File: config.mk
export PLATFORM = sky130hd
export DESIGN_NAME = hs_rx_fifo
export DESIGN_NICKNAME = d
export VERILOG_FILES = /design/src/rtl/hs_pkg.sv /design/src/rtl/hs_fifo.sv /design/src/rtl/hs_rx_fifo.sv
export SDC_FILE = /design/constraint.sdc
export NUM_CORES = 1
export LEC_CHECK = 0
export BUFFER_PORTS_ARGS = -buffer_cell sky130_fd_sc_hd__buf_2
export CORE_ASPECT_RATIO = 1.1
export CORE_MARGIN = 1.5
export CORE_UTILIZATION = 45
export CTS_CLUSTER_SIZE = 10
export DETAILED_ROUTE_END_ITERATION = 8
export PLACE_DENSITY_LB_ADDON = 0.25
export SLEW_MARGIN = 20
export SYNTH_ARGS = -nofsm -noshare
export SYNTH_HDL_FRONTEND = slang
export SYNTH_SLANG_ARGS = --single-unit
File: constraint.sdc
create_clock -name rx_clock -period 1.75 [get_ports rx_clock]
set_input_delay 0.0875 -clock rx_clock [delete_from_list [all_inputs] [get_ports rx_clock]]
set_output_delay 0.0875 -clock rx_clock [all_outputs]
set_load 0.02 [all_outputs]
File: src/rtl/hs_pkg.sv
// rtl/hs_pkg.sv - shared types and defaults for the handshake receive FIFO
package hs_pkg;

    typedef enum logic {
        IDLE = 1'b0,
        ACK  = 1'b1
    } hs_state_t;

    localparam int HS_DATA_W = 4;
    localparam int HS_DEPTH  = 4;

endpackage

File: src/rtl/hs_fifo.sv
// rtl/hs_fifo.sv - show-ahead FIFO with push/pop/full interface and occupancy count
import hs_pkg::*;

module hs_fifo #(
    parameter int DATA_W = HS_DATA_W,
    parameter int DEPTH  = HS_DEPTH,
    parameter int CNT_W  = $clog2(DEPTH) + 1
) (
    input  logic              clk,
    input  logic              rst_n,
    input  logic              push,
    input  logic              pop,
    input  logic [DATA_W-1:0] wdata,
    output logic [DATA_W-1:0] rdata,
    output logic              valid,
    output logic              full,
    output logic [CNT_W-1:0]  count
);

    localparam int PTR_W = CNT_W - 1;
    localparam logic [CNT_W-1:0] FULL_CNT = CNT_W'(DEPTH);

    logic [DATA_W-1:0] mem [DEPTH];
    logic [PTR_W-1:0]  wptr;
    logic [PTR_W-1:0]  rptr;
    logic              do_push;
    logic              do_pop;

    assign valid   = (count != '0);
    assign full    = (count == FULL_CNT);
    assign do_push = push && !full;
    assign do_pop  = pop && valid;
    assign rdata   = valid ? mem[rptr] : '0;

    // Pointers wrap naturally at DEPTH; count tracks occupancy with push and pop cancelling.
    always_ff @(posedge clk or negedge rst_n) begin
        if (!rst_n) begin
            wptr  <= '0;
            rptr  <= '0;
            count <= '0;
        end else begin
            if (do_push) begin
                wptr <= wptr + 1'b1;
            end
            if (do_pop) begin
                rptr <= rptr + 1'b1;
            end
            case ({do_push, do_pop})
                2'b10:   count <= count + 1'b1;
                2'b01:   count <= count - 1'b1;
                default: count <= count;
            endcase
        end
    end

    // Storage needs no reset: unread entries are masked by valid.
    always_ff @(posedge clk) begin
        if (do_push) begin
            mem[wptr] <= wdata;
        end
    end

endmodule

File: src/rtl/hs_rx_fifo.sv
// rtl/hs_rx_fifo.sv - 4-phase send/ack receiver into a FIFO; RX_SYNC_EN adds a 2-flop send synchroniser
import hs_pkg::*;

module hs_rx_fifo #(
    parameter int DATA_W = HS_DATA_W,
    parameter int DEPTH  = HS_DEPTH,
    parameter int CNT_W  = $clog2(DEPTH) + 1
) (
    input  logic              rx_clock,
    input  logic              rx_reset,
    input  logic              rx_send,
    input  logic [DATA_W-1:0] rx_dados,
    output logic              rx_ack,
    input  logic              rd_en,
    output logic [DATA_W-1:0] rd_data,
    output logic              rd_valid,
    output logic [CNT_W-1:0]  rx_count,
    output logic              rx_err
);

    hs_state_t state;
    logic      send_s;
    logic      pending;
    logic      full;
    logic      push;

`ifdef RX_SYNC_EN
    logic send_meta;
    logic send_sync;

    // Two-flop synchroniser for a sender in another clock domain.
    always_ff @(posedge rx_clock or negedge rx_reset) begin
        if (!rx_reset) begin
            send_meta <= 1'b0;
            send_sync <= 1'b0;
        end else begin
            send_meta <= rx_send;
            send_sync <= send_meta;
        end
    end

    assign send_s = send_sync;
`else
    assign send_s = rx_send;
`endif

    // A word is written only on the IDLE edge that accepts it; full is the pre-edge value.
    assign push = (state == IDLE) && send_s && !full;

    // Handshake FSM with registered ack, stalled-request tracking and sticky error.
    always_ff @(posedge rx_clock or negedge rx_reset) begin
        if (!rx_reset) begin
            state   <= IDLE;
            rx_ack  <= 1'b0;
            pending <= 1'b0;
            rx_err  <= 1'b0;
        end else begin
            case (state)
                IDLE: begin
                    if (send_s && !full) begin
                        state   <= ACK;
                        rx_ack  <= 1'b1;
                        pending <= 1'b0;
                    end else if (send_s) begin
                        pending <= 1'b1;
                    end else if (pending) begin
                        rx_err  <= 1'b1;
                        pending <= 1'b0;
                    end
                end
                ACK: begin
                    if (!send_s) begin
                        state  <= IDLE;
                        rx_ack <= 1'b0;
                    end
                end
                default: begin
                    state  <= IDLE;
                    rx_ack <= 1'b0;
                end
            endcase
        end
    end

    hs_fifo #(
        .DATA_W (DATA_W),
        .DEPTH  (DEPTH),
        .CNT_W  (CNT_W)
    ) u_fifo (
        .clk    (rx_clock),
        .rst_n  (rx_reset),
        .push   (push),
        .pop    (rd_en),
        .wdata  (rx_dados),
        .rdata  (rd_data),
        .valid  (rd_valid),
        .full   (full),
        .count  (rx_count)
    );

endmodule

---- After elaboration in Yosys (flattened, before gate mapping) ----
Memory sizes are Yosys's and may differ from the RTL's.
Cells that the tools add are included.
word-level totals
  bits in registers ....................... 11
  memory bits (writable) .................. 16
  output and inout bits ................... 10
  logic and storage cells ................. 41
  memories kept ........................... 1
memories
  name        words  width  read ports  clocked after memory_dff  write ports  line           source
  u_fifo.mem  4      4      1           0                         1            hs_fifo.sv:23  logic [DATA_W-1:0] mem [DEPTH];
cells by class
  add/sub/neg operators ................... 4
  equal/unequal tests ..................... 5
  muxes and demuxes ....................... 11
  bitwise logic cells ..................... 3
  reduce and logical (&&, ||, !) cells .... 10
operators by type and width
  kind                                                                number
  1-bit 2-to-1 mux                                                    7
  3-bit one-hot mux with 2 select lines                               1
  1-bit logical AND                                                   5
  2-bit by 1-bit adder with 2-bit output, second input constant       2
  4-bit 2-to-1 mux                                                    1
  1-bit one-hot mux with 2 select lines                               2
  4-bit AND reduction                                                 1
  3-bit by 1-bit adder with 3-bit output, second input constant       1
  3-bit == test, second input constant                                1
  1-bit inverter                                                      3
  3-bit nonzero test                                                  1
  3-bit by 1-bit subtractor with 3-bit output, second input constant  1
  2-bit by 1-bit == test with 1-bit output, second input constant     1
  2-bit == test, second input constant                                1
  2-bit by 1-bit != test with 1-bit output, second input constant     1
  2-bit != test, second input constant                                1
  2-bit AND reduction                                                 1
  2-bit nonzero test                                                  1
  1-bit logical NOT                                                   1

---- Depth between registers and ports, before layout ----
  depth in word-level cells ............... 6
  depth in mapped cells ................... 9

---- Cells and area by module ----
Synthesis repeated with hierarchy kept, for this count alone.
second synthesis, totals
  cell total of the unflattened synthesis .. 77
  area, all modules ....................... 1,212.4 um^2
by module, submodules not included
  module      times used  cells each  area an instance (um^2)  sequential area each (um^2)
  hs_fifo     1           63          1,048.5                  655.6
  hs_rx_fifo  1           14          163.9                    100.1

---- Worst setup path after synthesis ----
Ideal clock, no wire load.
  path kind ............................... flip-flop to flip-flop
  from .................................... reg u_fifo.count[0]
  to ...................................... reg u_fifo.count[2]
  library setup time ...................... 0.132 ns
  arrival time ............................ 1.941 ns
  data required time ...................... 1.618 ns
  slack ................................... -0.322 ns
  stages on the path, launching flop included .. 10
  buffers on the path ..................... 1
  path through ............................ dfrtp_1 or3_1 buf_6 and2_4 ha_1 inv_1 fa_1 xor2_1 nor2_1 xor2_1
between the ends
  elaborated cells on any way between the ends .. 12
  those cells by class .................... 2 x add/sub; 3 x eq/ne; 1 x mux; 6 x reduce/logical
RTL lines
  element                                                                      line              source
  from (decl)                                                                  hs_fifo.sv:17     output logic [CNT_W-1:0] count
  from (signal assigned)                                                       hs_fifo.sv:49     2'b10: count <= count + 1'b1;
  from (signal assigned)                                                       hs_fifo.sv:50     2'b01: count <= count - 1'b1;
  from (signal assigned)                                                       hs_fifo.sv:51     default: count <= count;
  3-bit nonzero test (*)                                                       hs_fifo.sv:29     assign valid = (count != '0);
  via rd_valid                                                                 hs_rx_fifo.sv:16  output logic rd_valid,
  1-bit logical AND (*)                                                        hs_fifo.sv:32     assign do_pop = pop && valid;
  via u_fifo.do_pop                                                            hs_fifo.sv:27     logic do_pop;
  2-bit by 1-bit == test with 1-bit output or 2-bit == test (tied branches)    hs_fifo.sv:48     case ({do_push, do_pop})
  3-bit one-hot mux with 2 select lines or 2-bit nonzero test (tied branches)  -
The timed path passes the listed nets; every way through them passes the cells marked *.
A chain may end at the register's enable or synchronous reset.

---- Worst setup path in the final report ----
  from .................................... reg u_fifo.count[1]
  to ...................................... reg u_fifo.count[2]
between the ends
  elaborated cells on any way between the ends .. 12
  those cells by class .................... 2 x add/sub; 3 x eq/ne; 1 x mux; 6 x reduce/logical
RTL lines
  element                                                                      line
  3-bit nonzero test (*)                                                       hs_fifo.sv:29
  1-bit logical AND (*)                                                        hs_fifo.sv:32
  via u_fifo.do_pop                                                            hs_fifo.sv:27
  2-bit by 1-bit == test with 1-bit output or 2-bit == test (tied branches)    hs_fifo.sv:48
  3-bit one-hot mux with 2 select lines or 2-bit nonzero test (tied branches)  -
Marked as above.

==> run summary <==
The run finished, with violations left. The checks that failed: setup timing. Clock-pin slew was measured on the worst setup and hold paths at 140 ps. The sequential cells in the finished layout cover a total of 759.5 µm².

The worst setup path is captured at a register. The final cell utilization of the core came out at 0.6060. STA puts the critical path data arrival time at 2060 ps. The run gives 77 as the gate count after technology mapping.

For the pin with the worst max-slew slack, the measured transition is 266.8 ps. Setup repair after global routing could not meet its margin everywhere. The most common cell after layout, fill and taps aside was edfxtp_1. For the met2 layer wire length in the routed design, the log shows 890 µm. The setup path with the least slack is of type register to register. 0 antenna diodes ended up in the layout. After detailed routing, the wire length on met1 is 849 µm. The most common cell type on the critical path was xor2_1. The tools report the top-level port count as 18. The final hold violation count was 0. The slowest library cell on the worst path was dfrtp_2.

For this block, the initial DRC count from the detailed router was 5. The tools report the number of antenna violations at the first check in global routing as 0. The run gives 1 as the count of H-tree levels built during CTS.

In the detailed route, the total length drawn on met3 is 44 µm. After detailed routing, the total wire length is 1820 µm. Yosys mapped a number of flops with a built-in enable equal to 16. The clock arrives with 5.027 ps of skew. The synthesized design contains 27 register bits. The ratio of final minimum period to clock period was 1.053.

Entering global routing, the biggest net connects 17 pins. The tools report the number of global-route vias before repair as 678. Timing would allow up to 0.5427 GHz. The layout has 202 filler cells. Setup violations remaining at the end of the flow were counted as 2. The max-slew violation count was 0; the total of max-cap violations was 0. The worst-path maximum fanout works out to 3.

For this block, the via count after detailed routing is 670. A synthesized cell averages 15.45 µm². The tightest min-delay check is of the input port to register type.

The routed design could run at a clock period as short as 1843 ps. TritonCTS built the clock tree. STA classifies the critical path startpoint as a register. The signal on the critical path passes through or3_4 -> and2_4 -> ha_4 -> inv_2 -> fa_2 -> xor2_1 -> nor2_1 -> xor2_1.

The die outline area was 2962 µm²; the number of distinct library cells after synthesis was 25. The width of the chip is 52.03 µm, and the count of TritonRoute iterations in the first routing pass is 4. The max-slew headroom at the worst pin was 0.8221. The floorplan row count was 19; the number of buffers on the longest clock path was 2. Maximum single-stage delay on the critical path: 460 ps.

After legalization and detailed placement, the total HPWL measured 1322 µm. Power spread over the standard cell area amounts to 1618 nW/µm². In the final layout, the multi-input gates occupy 422.9 µm². After detailed routing, the number of vias per cell comes to 4.718.

From synthesis to final layout, the design area changed by 27.13%. Routability-driven placement finished with a final weighted congestion of 0.8166. The data required time of the worst path came out at 1970 ps. For the net count of the mapped netlist, the log shows 91.

The first global-routing pass estimated 3084 µm of wire. The library cells used most frequently in the layout, excluding fill and tap cells, are edfxtp_1, buf_2, buf_4, dfrtp_1. For this run, design rule violations remaining after detail routing come to 0. The worst supply voltage drop on vdd is 930.9 µV, and the source-to-sink clock delay at the later pin of the worst-skew pair is 320 ps. Among all flip-flop cells after synthesis, the most frequent one is edfxtp_1. The tightest hold margin is 27.32 ps, and the remaining number of nets flagged by the antenna check after routing is 0.

The highest metal layer with signal wires is met4. The run gives 1190 µm² as the cell area after technology mapping. CTS placed an instance of clkbuf_4 at the clock tree root. The analysis attributes to cell leakage a power of 0.6277 nW. The number of buffer cells added on primary ports works out to 17. The tools report the sequential area share after synthesis as 0.6351. The final setup slack of the worst path came out at -92.67 ps.

Counting the buffers created by CTS gives 3. After floorplanning, the core was sized to cover 2496 µm². The overall fraction of global-route tracks in use is 0.1481, and the share of cells above drive strength 1 is 0.4595. The final layout contains 126 nets. The average routed wire per standard cell is 12.82 µm, and the async set or reset register ratio after synthesis is 0.4074. Measured along the y axis, the die boundary spans 56.93 µm. The run gives 2.447 mW as the total power consumption of the routed design.

For this design, the sink count on the clock tree is 27. The number of warnings printed during yosys synthesis is 0, and the worst setup slack after placement is -112.8 ps. The logs give 0.4767 for the effective utilization at floorplan and 0 for the overall overflow remaining after global route.
## repair_timing
| item | in CTS | in global routing |
|---|---|---|
| hold buffers | 5 | 0 |
| resized for setup | 12 | 4 |
| endpoints found under the setup margin | 6 | 6 |
| setup buffers | 0 | 1 |
| cloned | 0 | 0 |
| endpoints found under the hold margin | 27 | 0 |
| pin swaps | 4 | 5 |
## layer usage
metal	track usage	vias to the layer above
li1	-	331
met1	0.1986	325
met2	0.2315	10
met3	0.03141	4
met4	0.06767	0
met5	0	-
## stage by stage
stage	cell area (µm²)	std cells	TNS, ps
after floorplan	1207	77	-401.0
after global placement	1383	132	-154.1
after detailed placement	1383	132	-163.9
after CTS	1493	141	-247.7
after global routing	1513	142	-390.7
final	1513	142	-168.9
## cell type report
cell class,instances,share of cell area
Inverter,7,0.01737
Multi-Input combinational cell,41,0.2796
Tap cell,31,0.02564
Sequential cell,27,0.5021
Clock buffer,3,0.01489
Clock inverter,1,0.004963
Timing Repair Buffer,32,0.1555
## cells by family (layout without fill, tap and decap cells)
| kind of cell | after synthesis | after routing | share of synthesized area |
|---|---|---|---|
| AND/OR/NAND/NOR | 18 | 18 | 0.09675 |
| AO/OA/AOI/OAI | 5 | 5 | 0.02524 |
| XOR/XNOR | 6 | 6 | 0.04417 |
| buffers and inverters | 9 | 43 | 0.03575 |
| adder cells (fa/ha/maj) | 6 | 6 | 0.06940 |
| flip-flops | 27 | 27 | 0.6351 |
| multiplexers | 6 | 6 | 0.09359 |
## sequential cells by signal, summed over array words and instances, names as in the netlist
signal	flops
u_fifo.wptr	2
pending	1
u_fifo.mem	16
state	1
u_fifo.rptr	2
rx_ack	1
u_fifo.count	3
rx_err	1
## cell usage after synthesis (2+ instances only)
cell	instances	area, µm²
dfrtp_1	11	275.3
nand2_1	2	7.510
xor2_1	3	26.28
inv_1	7	26.28
xnor2_1	3	26.28
and2_1	4	25.02
ha_1	5	62.56
and2_2	4	30.03
edfxtp_1	16	480.5
o21ai_0	3	15.01
nor2_1	2	7.510
mux4_2	4	90.09
## worst paths after layout
path,start,end,slack [ps],cells after the start
max in group asynchronous,rx_reset,u_fifo.count[0],1380,2
worst min-delay path,rd_en,u_fifo.rptr[1],30,3
worst max register to register,u_fifo.count[1],u_fifo.count[2],-90,8
worst min register to register,rx_err,rx_err,480,1
worst max-delay path,u_fifo.count[1],u_fifo.count[2],-90,8
min in group asynchronous,rx_reset,u_fifo.rptr[1],140,2
## report_power, final
part,switching (mW),total (mW),internal [mW]
sequential,0.158,1.00,0.847
combinational,0.517,1.18,0.661
clock,0.177,0.265,0.0873
## critical path: cells and delay by family (launching register included)
kind	cells	cell delay (ps)
xor+xnor	2	280
fa+ha+maj	2	330
buf+inv	1	40
flops	1	460
simple gates	3	620
(Power assumes the default switching activity.)
